## src/rtl/digital_clock_scan_if.sv

```systemverilog
// digital_clock_scan_if
// Groups the divider/key inputs and the time/display outputs of the
// digital clock stage.
//   clk_1hz, clk_500hz : square waves from the clock divider
//   key_mode, key_inc  : debounced active-high keys
//   hour_bcd/min_bcd/sec_bcd : BCD time of day
//   mode               : 00 RUN, 01 SET_HOUR, 10 SET_MIN
//   dig_sel, seg       : active-low digit enables and segments
// Handshake: there is no valid/ready pair. Every input is a level that the
// slave samples on every clk_50m edge; a rising edge of a level is the
// event. Every output is a registered level that is valid on every cycle.
// Modports: master drives the inputs (divider/keys/bench), slave is the
// clock block.
interface digital_clock_scan_if;
  logic       clk_1hz;
  logic       clk_500hz;
  logic       key_mode;
  logic       key_inc;
  logic [7:0] hour_bcd;
  logic [7:0] min_bcd;
  logic [7:0] sec_bcd;
  logic [1:0] mode;
  logic [5:0] dig_sel;
  logic [7:0] seg;

  modport master (
    output clk_1hz, clk_500hz, key_mode, key_inc,
    input  hour_bcd, min_bcd, sec_bcd, mode, dig_sel, seg
  );

  modport slave (
    input  clk_1hz, clk_500hz, key_mode, key_inc,
    output hour_bcd, min_bcd, sec_bcd, mode, dig_sel, seg
  );
endinterface

```

## src/rtl/digital_clock_scan.sv

```systemverilog
// digital_clock_scan
// 24-hour BCD time of day with a two-key set mode and a six-digit
// multiplexed common-anode 7-segment driver. Divider outputs are sampled
// as data and edge-detected; clk_50m is the only clock.
// Ports:
//   clk_50m : 50 MHz system clock
//   rst_n   : asynchronous active-low reset
//   bus     : digital_clock_scan_if.slave (inputs clk_1hz, clk_500hz,
//             key_mode, key_inc; outputs hour_bcd, min_bcd, sec_bcd,
//             mode, dig_sel, seg)
// The mode output is the FSM state itself.
module digital_clock_scan (
  input  logic                  clk_50m,
  input  logic                  rst_n,
  digital_clock_scan_if.slave   bus
);

  typedef enum logic [1:0] {
    RUN      = 2'b00,
    SET_HOUR = 2'b01,
    SET_MIN  = 2'b10
  } mode_e;

  // bit 0 clk_1hz, bit 1 clk_500hz, bit 2 key_mode, bit 3 key_inc
  logic [3:0] sync1;
  logic [3:0] sync2;
  logic [3:0] prev;
  logic [3:0] rise;
  logic       tick_1s;
  logic       tick_scan;
  logic       mode_p;
  logic       inc_p;

  mode_e      mode_q;
  mode_e      mode_n;
  logic [7:0] hour_q;
  logic [7:0] min_q;
  logic [7:0] sec_q;
  logic [7:0] hour_n;
  logic [7:0] min_n;
  logic [7:0] sec_n;
  logic [2:0] scan_idx;
  logic [5:0] dig_sel_q;
  logic [7:0] seg_q;

  logic [3:0] digit_val;
  logic       blank;
  logic       dp_on;

  // Wraps to 00 at 'last'; otherwise a plain two-digit BCD increment.
  function automatic logic [7:0] bcd_inc(input logic [7:0] v,
                                         input logic [7:0] last);
    logic [7:0] r;
    if (v == last)
      r = 8'h00;
    else if (v[3:0] == 4'd9)
      r = {v[7:4] + 4'd1, 4'd0};
    else
      r = {v[7:4], v[3:0] + 4'd1};
    return r;
  endfunction

  // Segment code with dp off; active-low, seg[6:0] = g..a.
  function automatic logic [7:0] seg_code(input logic [3:0] d);
    logic [7:0] r;
    case (d)
      4'd0: r = 8'hC0;
      4'd1: r = 8'hF9;
      4'd2: r = 8'hA4;
      4'd3: r = 8'hB0;
      4'd4: r = 8'h99;
      4'd5: r = 8'h92;
      4'd6: r = 8'h82;
      4'd7: r = 8'hF8;
      4'd8: r = 8'h80;
      4'd9: r = 8'h90;
      default: r = 8'hFF;
    endcase
    return r;
  endfunction

  // Input conditioning: two-flop synchronizer plus previous-value flop.
  always_ff @(posedge clk_50m or negedge rst_n) begin
    if (!rst_n) begin
      sync1 <= 4'b0;
      sync2 <= 4'b0;
      prev  <= 4'b0;
    end else begin
      sync1 <= {bus.key_inc, bus.key_mode, bus.clk_500hz, bus.clk_1hz};
      sync2 <= sync1;
      prev  <= sync2;
    end
  end

  assign rise      = sync2 & ~prev;
  assign tick_1s   = rise[0];
  assign tick_scan = rise[1];
  assign mode_p    = rise[2];
  assign inc_p     = rise[3];

  // Mode FSM state register and time registers.
  always_ff @(posedge clk_50m or negedge rst_n) begin
    if (!rst_n) begin
      mode_q <= RUN;
      hour_q <= 8'h00;
      min_q  <= 8'h00;
      sec_q  <= 8'h00;
    end else begin
      mode_q <= mode_n;
      hour_q <= hour_n;
      min_q  <= min_n;
      sec_q  <= sec_n;
    end
  end

  // Next state and next time. A mode press wins over an increment press in
  // the same cycle. The carry chain is resolved combinationally so all three
  // fields change on one edge.
  always_comb begin
    mode_n = mode_q;
    hour_n = hour_q;
    min_n  = min_q;
    sec_n  = sec_q;
    if (mode_p) begin
      case (mode_q)
        RUN: begin
          mode_n = SET_HOUR;
          sec_n  = 8'h00;
        end
        SET_HOUR: mode_n = SET_MIN;
        default:  mode_n = RUN;
      endcase
    end else if (inc_p && (mode_q == SET_HOUR)) begin
      hour_n = bcd_inc(hour_q, 8'h23);
    end else if (inc_p && (mode_q == SET_MIN)) begin
      min_n = bcd_inc(min_q, 8'h59);
    end else if (tick_1s && (mode_q == RUN)) begin
      sec_n = bcd_inc(sec_q, 8'h59);
      if (sec_q == 8'h59) begin
        min_n = bcd_inc(min_q, 8'h59);
        if (min_q == 8'h59)
          hour_n = bcd_inc(hour_q, 8'h23);
      end
    end
  end

  // Scan index 0..5.
  always_ff @(posedge clk_50m or negedge rst_n) begin
    if (!rst_n)
      scan_idx <= 3'd0;
    else if (tick_scan)
      scan_idx <= (scan_idx == 3'd5) ? 3'd0 : scan_idx + 3'd1;
  end

  always_comb begin
    digit_val = 4'd0;
    case (scan_idx)
      3'd0: digit_val = hour_q[7:4];
      3'd1: digit_val = hour_q[3:0];
      3'd2: digit_val = min_q[7:4];
      3'd3: digit_val = min_q[3:0];
      3'd4: digit_val = sec_q[7:4];
      3'd5: digit_val = sec_q[3:0];
      default: digit_val = 4'd0;
    endcase
  end

  // The field being set flashes off while the synchronized 1 Hz level is low.
  assign blank = !sync2[0] &&
                 (((mode_q == SET_HOUR) && (scan_idx <= 3'd1)) ||
                  ((mode_q == SET_MIN) && ((scan_idx == 3'd2) || (scan_idx == 3'd3))));
  // dp separates hh.mm.ss
  assign dp_on = (scan_idx == 3'd1) || (scan_idx == 3'd3);

  always_ff @(posedge clk_50m or negedge rst_n) begin
    if (!rst_n) begin
      dig_sel_q <= 6'b111111;
      seg_q     <= 8'hFF;
    end else begin
      dig_sel_q <= ~(6'b000001 << scan_idx);
      if (blank)
        seg_q <= 8'hFF;
      else if (dp_on)
        seg_q <= seg_code(digit_val) & 8'h7F;
      else
        seg_q <= seg_code(digit_val);
    end
  end

  assign bus.hour_bcd = hour_q;
  assign bus.min_bcd  = min_q;
  assign bus.sec_bcd  = sec_q;
  assign bus.mode     = mode_q;
  assign bus.dig_sel  = dig_sel_q;
  assign bus.seg      = seg_q;

endmodule

```

## src/flat_wrapper.sv

```systemverilog
// flat-port wrapper written by rule: the top's interface ports become plain ports
module digital_clock_scan_flat 
  (clk_50m, rst_n, bus_clk_1hz, bus_clk_500hz, bus_key_mode, bus_key_inc, bus_hour_bcd, bus_min_bcd, bus_sec_bcd, bus_mode, bus_dig_sel, bus_seg);
  digital_clock_scan_if bus_i ();
  input  logic clk_50m;
  input  logic rst_n;
  input wire logic [$bits(bus_i.clk_1hz)-1:0] bus_clk_1hz;
  input wire logic [$bits(bus_i.clk_500hz)-1:0] bus_clk_500hz;
  input wire logic [$bits(bus_i.key_mode)-1:0] bus_key_mode;
  input wire logic [$bits(bus_i.key_inc)-1:0] bus_key_inc;
  output wire logic [$bits(bus_i.hour_bcd)-1:0] bus_hour_bcd;
  output wire logic [$bits(bus_i.min_bcd)-1:0] bus_min_bcd;
  output wire logic [$bits(bus_i.sec_bcd)-1:0] bus_sec_bcd;
  output wire logic [$bits(bus_i.mode)-1:0] bus_mode;
  output wire logic [$bits(bus_i.dig_sel)-1:0] bus_dig_sel;
  output wire logic [$bits(bus_i.seg)-1:0] bus_seg;
  assign bus_i.clk_1hz = bus_clk_1hz;
  assign bus_i.clk_500hz = bus_clk_500hz;
  assign bus_i.key_mode = bus_key_mode;
  assign bus_i.key_inc = bus_key_inc;
  assign bus_hour_bcd = bus_i.hour_bcd;
  assign bus_min_bcd = bus_i.min_bcd;
  assign bus_sec_bcd = bus_i.sec_bcd;
  assign bus_mode = bus_i.mode;
  assign bus_dig_sel = bus_i.dig_sel;
  assign bus_seg = bus_i.seg;
  digital_clock_scan u_core (.clk_50m(clk_50m), .rst_n(rst_n), .bus(bus_i));
endmodule
```

## config.mk

```make
export PLATFORM = sky130hd
export DESIGN_NAME = digital_clock_scan_flat
export DESIGN_NICKNAME = d
export VERILOG_FILES = /design/src/rtl/digital_clock_scan_if.sv /design/src/rtl/digital_clock_scan.sv /design/src/flat_wrapper.sv
export SDC_FILE = /design/constraint.sdc
export NUM_CORES = 1
export LEC_CHECK = 0
export ABC_AREA = 1
export CAP_MARGIN = 30
export CORE_ASPECT_RATIO = 1.4
export CORE_MARGIN = 1.5
export CORE_UTILIZATION = 54
export CTS_CLUSTER_DIAMETER = 30
export DETAILED_ROUTE_END_ITERATION = 6
export GPL_ROUTABILITY_DRIVEN = 0
export HOLD_SLACK_MARGIN = 0.12
export PLACE_DENSITY = 0.78
export REMOVE_ABC_BUFFERS = 1
export SLEW_MARGIN = 10
export SYNTH_ARGS = -nofsm -noshare
export SYNTH_HDL_FRONTEND = slang
export SYNTH_SLANG_ARGS = --single-unit
```

## constraint.sdc

```tcl
create_clock -name clk_50m -period 2.5 [get_ports clk_50m]
set_clock_uncertainty 0.2 [all_clocks]
set_input_delay 0.375 -clock clk_50m [delete_from_list [all_inputs] [get_ports clk_50m]]
set_output_delay 0.375 -clock clk_50m [all_outputs]
set_load 0.03 [all_outputs]
```

=== Word-level counts from Yosys, hierarchy flattened ===
Memories as Yosys holds them, arrays and structs flattened.
Cells that the tools add are included.

* Memories kept: 2
* Register bits after elaboration: 55
* Output and inout port bits: 40
* ROM bits: 224
* Logic and storage cells: 91
* Input bits: 6

{| class="wikitable"
|+ Memories
! memory !! words !! bits a word !! read ports !! clocked after memory_dff !! write ports !! line !! RTL
|-
| (name not given) || 16 || 7 || 1 || 0 || 0 || digital_clock_scan.sv:66 || <nowiki>case (d)</nowiki>
|-
| (name not given) || 16 || 7 || 1 || 0 || 0 || digital_clock_scan.sv:66 ||
|}

* Multiplexer cells: 24
* Reduce and logical (&&, ||, !) cells: 23
* Shifts and indexed selects: 1
* Order comparisons: 1
* Add/subtract/negate cells: 7
* Bitwise logic cells: 5
* Equal/unequal tests: 17

{| class="wikitable"
|+ Operator list
! kind !! count
|-
| $mux 8 || 21
|-
| $add 4x1->4 const B || 6
|-
| $pmux 4 s6 || 1
|-
| $eq 8x7->1 const B || 2
|-
| $eq 4x4->1 const B || 3
|-
| $reduce_bool 2->1 || 6
|-
| $reduce_and 5->1 || 2
|-
| $eq 8x6->1 const B || 1
|-
| $reduce_and 4->1 || 2
|-
| $eq 3x2->1 const B || 2
|-
| $eq 3x3->1 const B || 2
|-
| $logic_and 1x1->1 || 6
|-
| $ne 2x1->1 const B || 3
|-
| $not 6->6 || 1
|-
| $shl 1x3->6 const A || 1
|-
| $and 4x4->4 || 1
|-
| $not 4->4 || 1
|-
| $pmux 2 s2 || 1
|-
| $add 3x1->3 const B || 1
|-
| $eq 3x1->1 const B || 1
|-
| $le 3x1->1 const B || 1
|-
| $logic_not 3->1 || 1
|-
| $logic_or 1x1->1 || 3
|-
| $mux 3 || 1
|-
| 7 further kinds || 8
|}

=== Logic depth before layout (Yosys ltp) ===
* Depth in word-level cells: 8
* Mapped depth: 15
* Gate-level depth less buffers: 14

=== Worst setup path before layout ===
Ideal clock, no wire load.

* Path type: register -> register
* Start: reg u_core.scan_idx[0]
* End: reg u_core.seg_q[3] (netlist: u_core.bus.seg[3])
* Arrival: 1.781 ns
* Period minus slack after synthesis: 2.068 ns
* Cell stages (with the launch flop): 15
* Buffers on the path: 1
* Slack: 0.432 ns
* Data required time: 2.213 ns
* Library setup time: 0.087 ns
* Path through: dfrtp_1 -> buf_6 -> nand2_1 -> inv_1 -> ha_1 -> nand2_1 -> inv_1 -> nor2_1 -> nand3b_2 -> inv_1 -> ha_1 -> inv_1 -> nand2_1 -> nand3_1 -> nand3_1

* Word-level cells in the longest chain between the ends: 6
* Elaborated cells between the ends (all ways): 18
* Those cells by class: order compare: 1; eq/ne: 5; mux: 3; reduce/logical: 7; memory: 2

{| class="wikitable"
|+ Ends and longest elaborated chain
! what !! line !! RTL
|-
| start: declaration || digital_clock_scan.sv:42 || <nowiki>logic [2:0] scan_idx;</nowiki>
|-
| start signal: assignment || digital_clock_scan.sv:152 || <nowiki>scan_idx <= (scan_idx == 3'd5) ? 3'd0 : scan_idx + 3'd1;</nowiki>
|-
| branches (longest 5 deep; another with $mem_v2 16x7) || n/a ||
|-
| $mux 8 * || digital_clock_scan.sv:181 || <nowiki>if (blank)</nowiki>
|-
| end signal: assignment || digital_clock_scan.sv:184 || <nowiki>seg_q <= seg_code(digit_val) & 8'h7F;</nowiki>
|-
| end signal: assignment || digital_clock_scan.sv:186 || <nowiki>seg_q <= seg_code(digit_val);</nowiki>
|-
| end: declaration || digital_clock_scan.sv:44 || <nowiki>logic [7:0] seg_q;</nowiki>
|}

Mark *: on every way between the ends.
A chain may end at the register's enable or synchronous reset.

=== Final worst setup path ===
* Start: reg u_core.scan_idx[0]
* End: reg u_core.seg_q[4] (netlist: u_core.bus.seg[4])

Same word-level chain as after synthesis.

==> metrics.md <==
| Metric | Value |
|---|---|
| Outcome | finished, final reports clean |
| Clock sinks | 55 |
| Yosys warning count | 0 |
| Worst-path fanout max | 8 |
| Max-cap violations | 0 |
| Seq/Total Area, Yosys | 0.468 |
| DRC violations left | 0 |
| FFs w/ async S/R, synth | 1.00 |
| ANT nets after route | 0 |
| GRT Total Usage | 0.223 |
| R2r startpoint | u_core.scan_idx[0]$_DFFE_PN0P_ |
| Most common cell after layout, fill and taps aside | nand2_1 |
| Peak supply drop | 0.000561 V |
| R2r worst-path depth | 12 |
| Post-synth EDFFs | 0 |
| Post-Place Cells | 449 |
| Mapped Cells | 337 |
| Clock Pin Slew Worst Setup and Hold Paths | 0.10 ns |
| Antenna fix cells | 0 |
| Drt via density | 5.29 |
| Unique masters post-synth | 34 |
| PostCTS Resize Cnt | 0 |
| Final setup violation count | 0 |
| Worst setup EP type | flop |
| Vias in the first global route | 2,336 |
| Post-placement cell area | 3510 sq um |
| CTS H-tree lvls | 2 |
| Critical path class | flop to flop |
| Leakage Power | 1.71 nW |
| Finished Cell Area | 3630 sq um |
| Syn_area_per_cell | 8.83 sq um |
| Cell row count | 31 |
| Area Growth Syn to Fin | 22.0% |
| Critical path's slowest cell | dfrtp_1 |
| First DRT Iteration DRCs | 123 |
| Fmax | 0.464 GHz |
| Pwr per Cell Area | 1020 nW/um^2 |
| Core Box Area | 5240 sq um |
| RSZ-0062 raised after global routing | false |
| Hold crit path type | flop to flop |
| Post-DP HPWL | 4810 um |
| CTS tree | yes |
| Initial antenna violation count | 0 |
| Vias | 2,422 |
| Fillcell total | 441 |
| Final nets | 415 |
| Hold Vio Cnt, Final | 0 |
| Number of setup buffers added after CTS | 0 |
| Req. time, crit path | 2.55 ns |
| Total CTS buffers | 5 |
| Crit path launch type | flop |
| Global-route wire length before repair | 10,500 um |
| Yosys reg bits | 55 |
| Final WL | 6290 um |
| Fin util | 0.693 |
| Critical Path Start | u_core.scan_idx[0]$_DFFE_PN0P_ |
| Tcrit/Tclk final | 0.862 |
| Mapped Area | 2980 sq um |
| Largest net degree at the start of global routing | 32 |
| Die outline height | 90.8 um |
| CP cell instances | nand2_1 -> inv_1 -> ha_1 -> nand2_1 -> inv_1 -> nor2_1 -> nand3b_2 -> inv_1 -> ha_1 -> nand4_1 -> a21boi_1 -> nand2_1 |
| Ys flop type | dfrtp_1 |
| Place WS | 0.364 ns |
| Worst setup path end | u_core.bus.seg[4]$_DFF_PN1_ |
| Initial Util | 0.568 |
| Max Root-Sink Buffers | 2 |
| Worst-Margin Slew | 0.572 ns |
| Highest-count cells in the layout ignoring fill and taps | nand2_1, clkdlybuf4s50_1, inv_1, dfrtp_1, nand3_1 |
| Avg WL per Cell | 13.7 um |
| IO Pins | 46 |
| Slowest stage delay, CP | 0.49 ns |
| Drt pass-1 iters | 4 |
| CP Data Arrival Time | 2.20 ns |
| Die Area | 5970 sq um |
| Buffers on Ports | 45 |
| Min cycle time layout | 2.15 ns |
| Clock latency on the worst-skew pair | 0.31 ns |
| Slew Viols, Final | 0 |
| Setup_tns | 0 ns |
| Clock root buffer | clkbuf_8 |
| Setup slack, reg-to-reg | 0.35 ns |
| Layout cell share with drive strength beyond 1 | 0.171 |
| Chip Width | 65.7 um |
| Slew HR | 0.619 |
| Final instance count without filler cells | 458 |
| R2R Path End | u_core.bus.seg[4]$_DFF_PN1_ |
| Final WS setup | 0.345 ns |
| Grt ovf | 0 |
[cells in the mapped netlist (5+ instances only)]
cell type	instances	share of area
o21ai_0	16	0.027
nand2_1	61	0.077
nand3_2	5	0.017
nand3_1	35	0.059
nand2_2	9	0.019
ha_1	18	0.076
dfstp_2	14	0.12
o21ai_1	9	0.015
dfrtp_1	41	0.34
nor2_1	24	0.030
inv_2	10	0.013
inv_1	43	0.054
xor2_1	8	0.024
nand4_1	9	0.019
[state kept, by name, indices dropped and copies added (netlist names)]
register / cells
u_core.bus.seg: 8
u_core.bus.mode: 2
u_core.bus.min_bcd: 8
u_core.bus.dig_sel: 6
u_core.sync2: 4
u_core.bus.hour_bcd: 8
u_core.scan_idx: 3
u_core.sync1: 4
u_core.bus.sec_bcd: 8
u_core.prev: 4
[stage by stage]
step	total power, mW	hold WS (ns)
3_5_place_dp	3.13	0.135
3_3_place_gp	3.08	0.132
5_1_grt	3.94	0.176
6_report	3.71	0.156
2_1_floorplan	2.52	-0.121
4_1_cts	3.73	0.157
[kinds of logic after synthesis]
| family | count (synthesis) | share of synthesized area |
|---|---|---|
| XOR/XNOR | 8 | 0.0235 |
| buffers and inverters | 58 | 0.0807 |
| multiplexers | 1 | 0.00336 |
| AND/OR/NAND/NOR | 162 | 0.280 |
| flip-flops | 55 | 0.468 |
| AO/OA/AOI/OAI | 35 | 0.0685 |
| adder cells (fa/ha/maj) | 18 | 0.0757 |
[critical path, delay by kind of cell (launching register included)]
| kind | cells | cell delay (ns) |
|---|---|---|
| AOI/OAI and AO/OA | 1 | 0.16 |
| adders and majority gates | 2 | 0.38 |
| buffers and inverters | 3 | 0.20 |
| DFF | 1 | 0.49 |
| and+or+nand+nor | 6 | 0.68 |
[report_power, final]
part / total (mW) / internal [mW] / switching (mW) / leakage [nW]
registers: 1.36 / 1.16 / 0.196 / 0.673
logic: 1.78 / 0.679 / 1.10 / 0.986
clock network: 0.578 / 0.294 / 0.284 / 0.0556
[repair_timing]
action	in CTS	in global routing
endpoints found under the setup margin	0	0
hold endpoints to repair	12	0
hold buffers	1	0
[worst min path at each step]
| stage | from | endpoint | slack (ns) | depth (start not counted) |
|---|---|---|---|---|
| 5_1_grt | u_core.sync1[2]$_DFF_PN0_ | u_core.sync2[2]$_DFF_PN0_ | 0.18 | 0 |
| 4_1_cts | u_core.sync1[3]$_DFF_PN0_ | u_core.sync2[3]$_DFF_PN0_ | 0.16 | 0 |
| 3_5_place_dp | u_core.sync1[3]$_DFF_PN0_ | u_core.sync2[3]$_DFF_PN0_ | 0.13 | 0 |
| 2_1_floorplan | rst_n | u_core.bus.hour_bcd[0]$_DFFE_PN0P_ | -0.12 | 0 |
| 6_report | u_core.sync1[3]$_DFF_PN0_ | u_core.sync2[3]$_DFF_PN0_ | 0.16 | 0 |
| 3_3_place_gp | u_core.sync1[1]$_DFF_PN0_ | u_core.sync2[1]$_DFF_PN0_ | 0.13 | 0 |
[area by class of cell]
type / instances / area (sq um) / area share
Inverter: 55 / 206 / 0.0569
Multi-Input combinational cell: 224 / 1340 / 0.370
Clock inverter: 3 / 38.8 / 0.0107
Timing Repair Buffer: 50 / 498 / 0.137
Sequential cell: 55 / 1390 / 0.384
Tap cell: 66 / 82.6 / 0.0227
Clock buffer: 5 / 68.8 / 0.0190
[routing by layer]
layer  part of all wire  vias up  track usage
li1                   -     1196            -
met4             0.0094        0       0.0590
met2               0.54       61        0.409
met1               0.41     1159        0.265
met3              0.037        6       0.0312
met5                  0        -            0
Note: power is estimated with default switching activity, not from simulation.
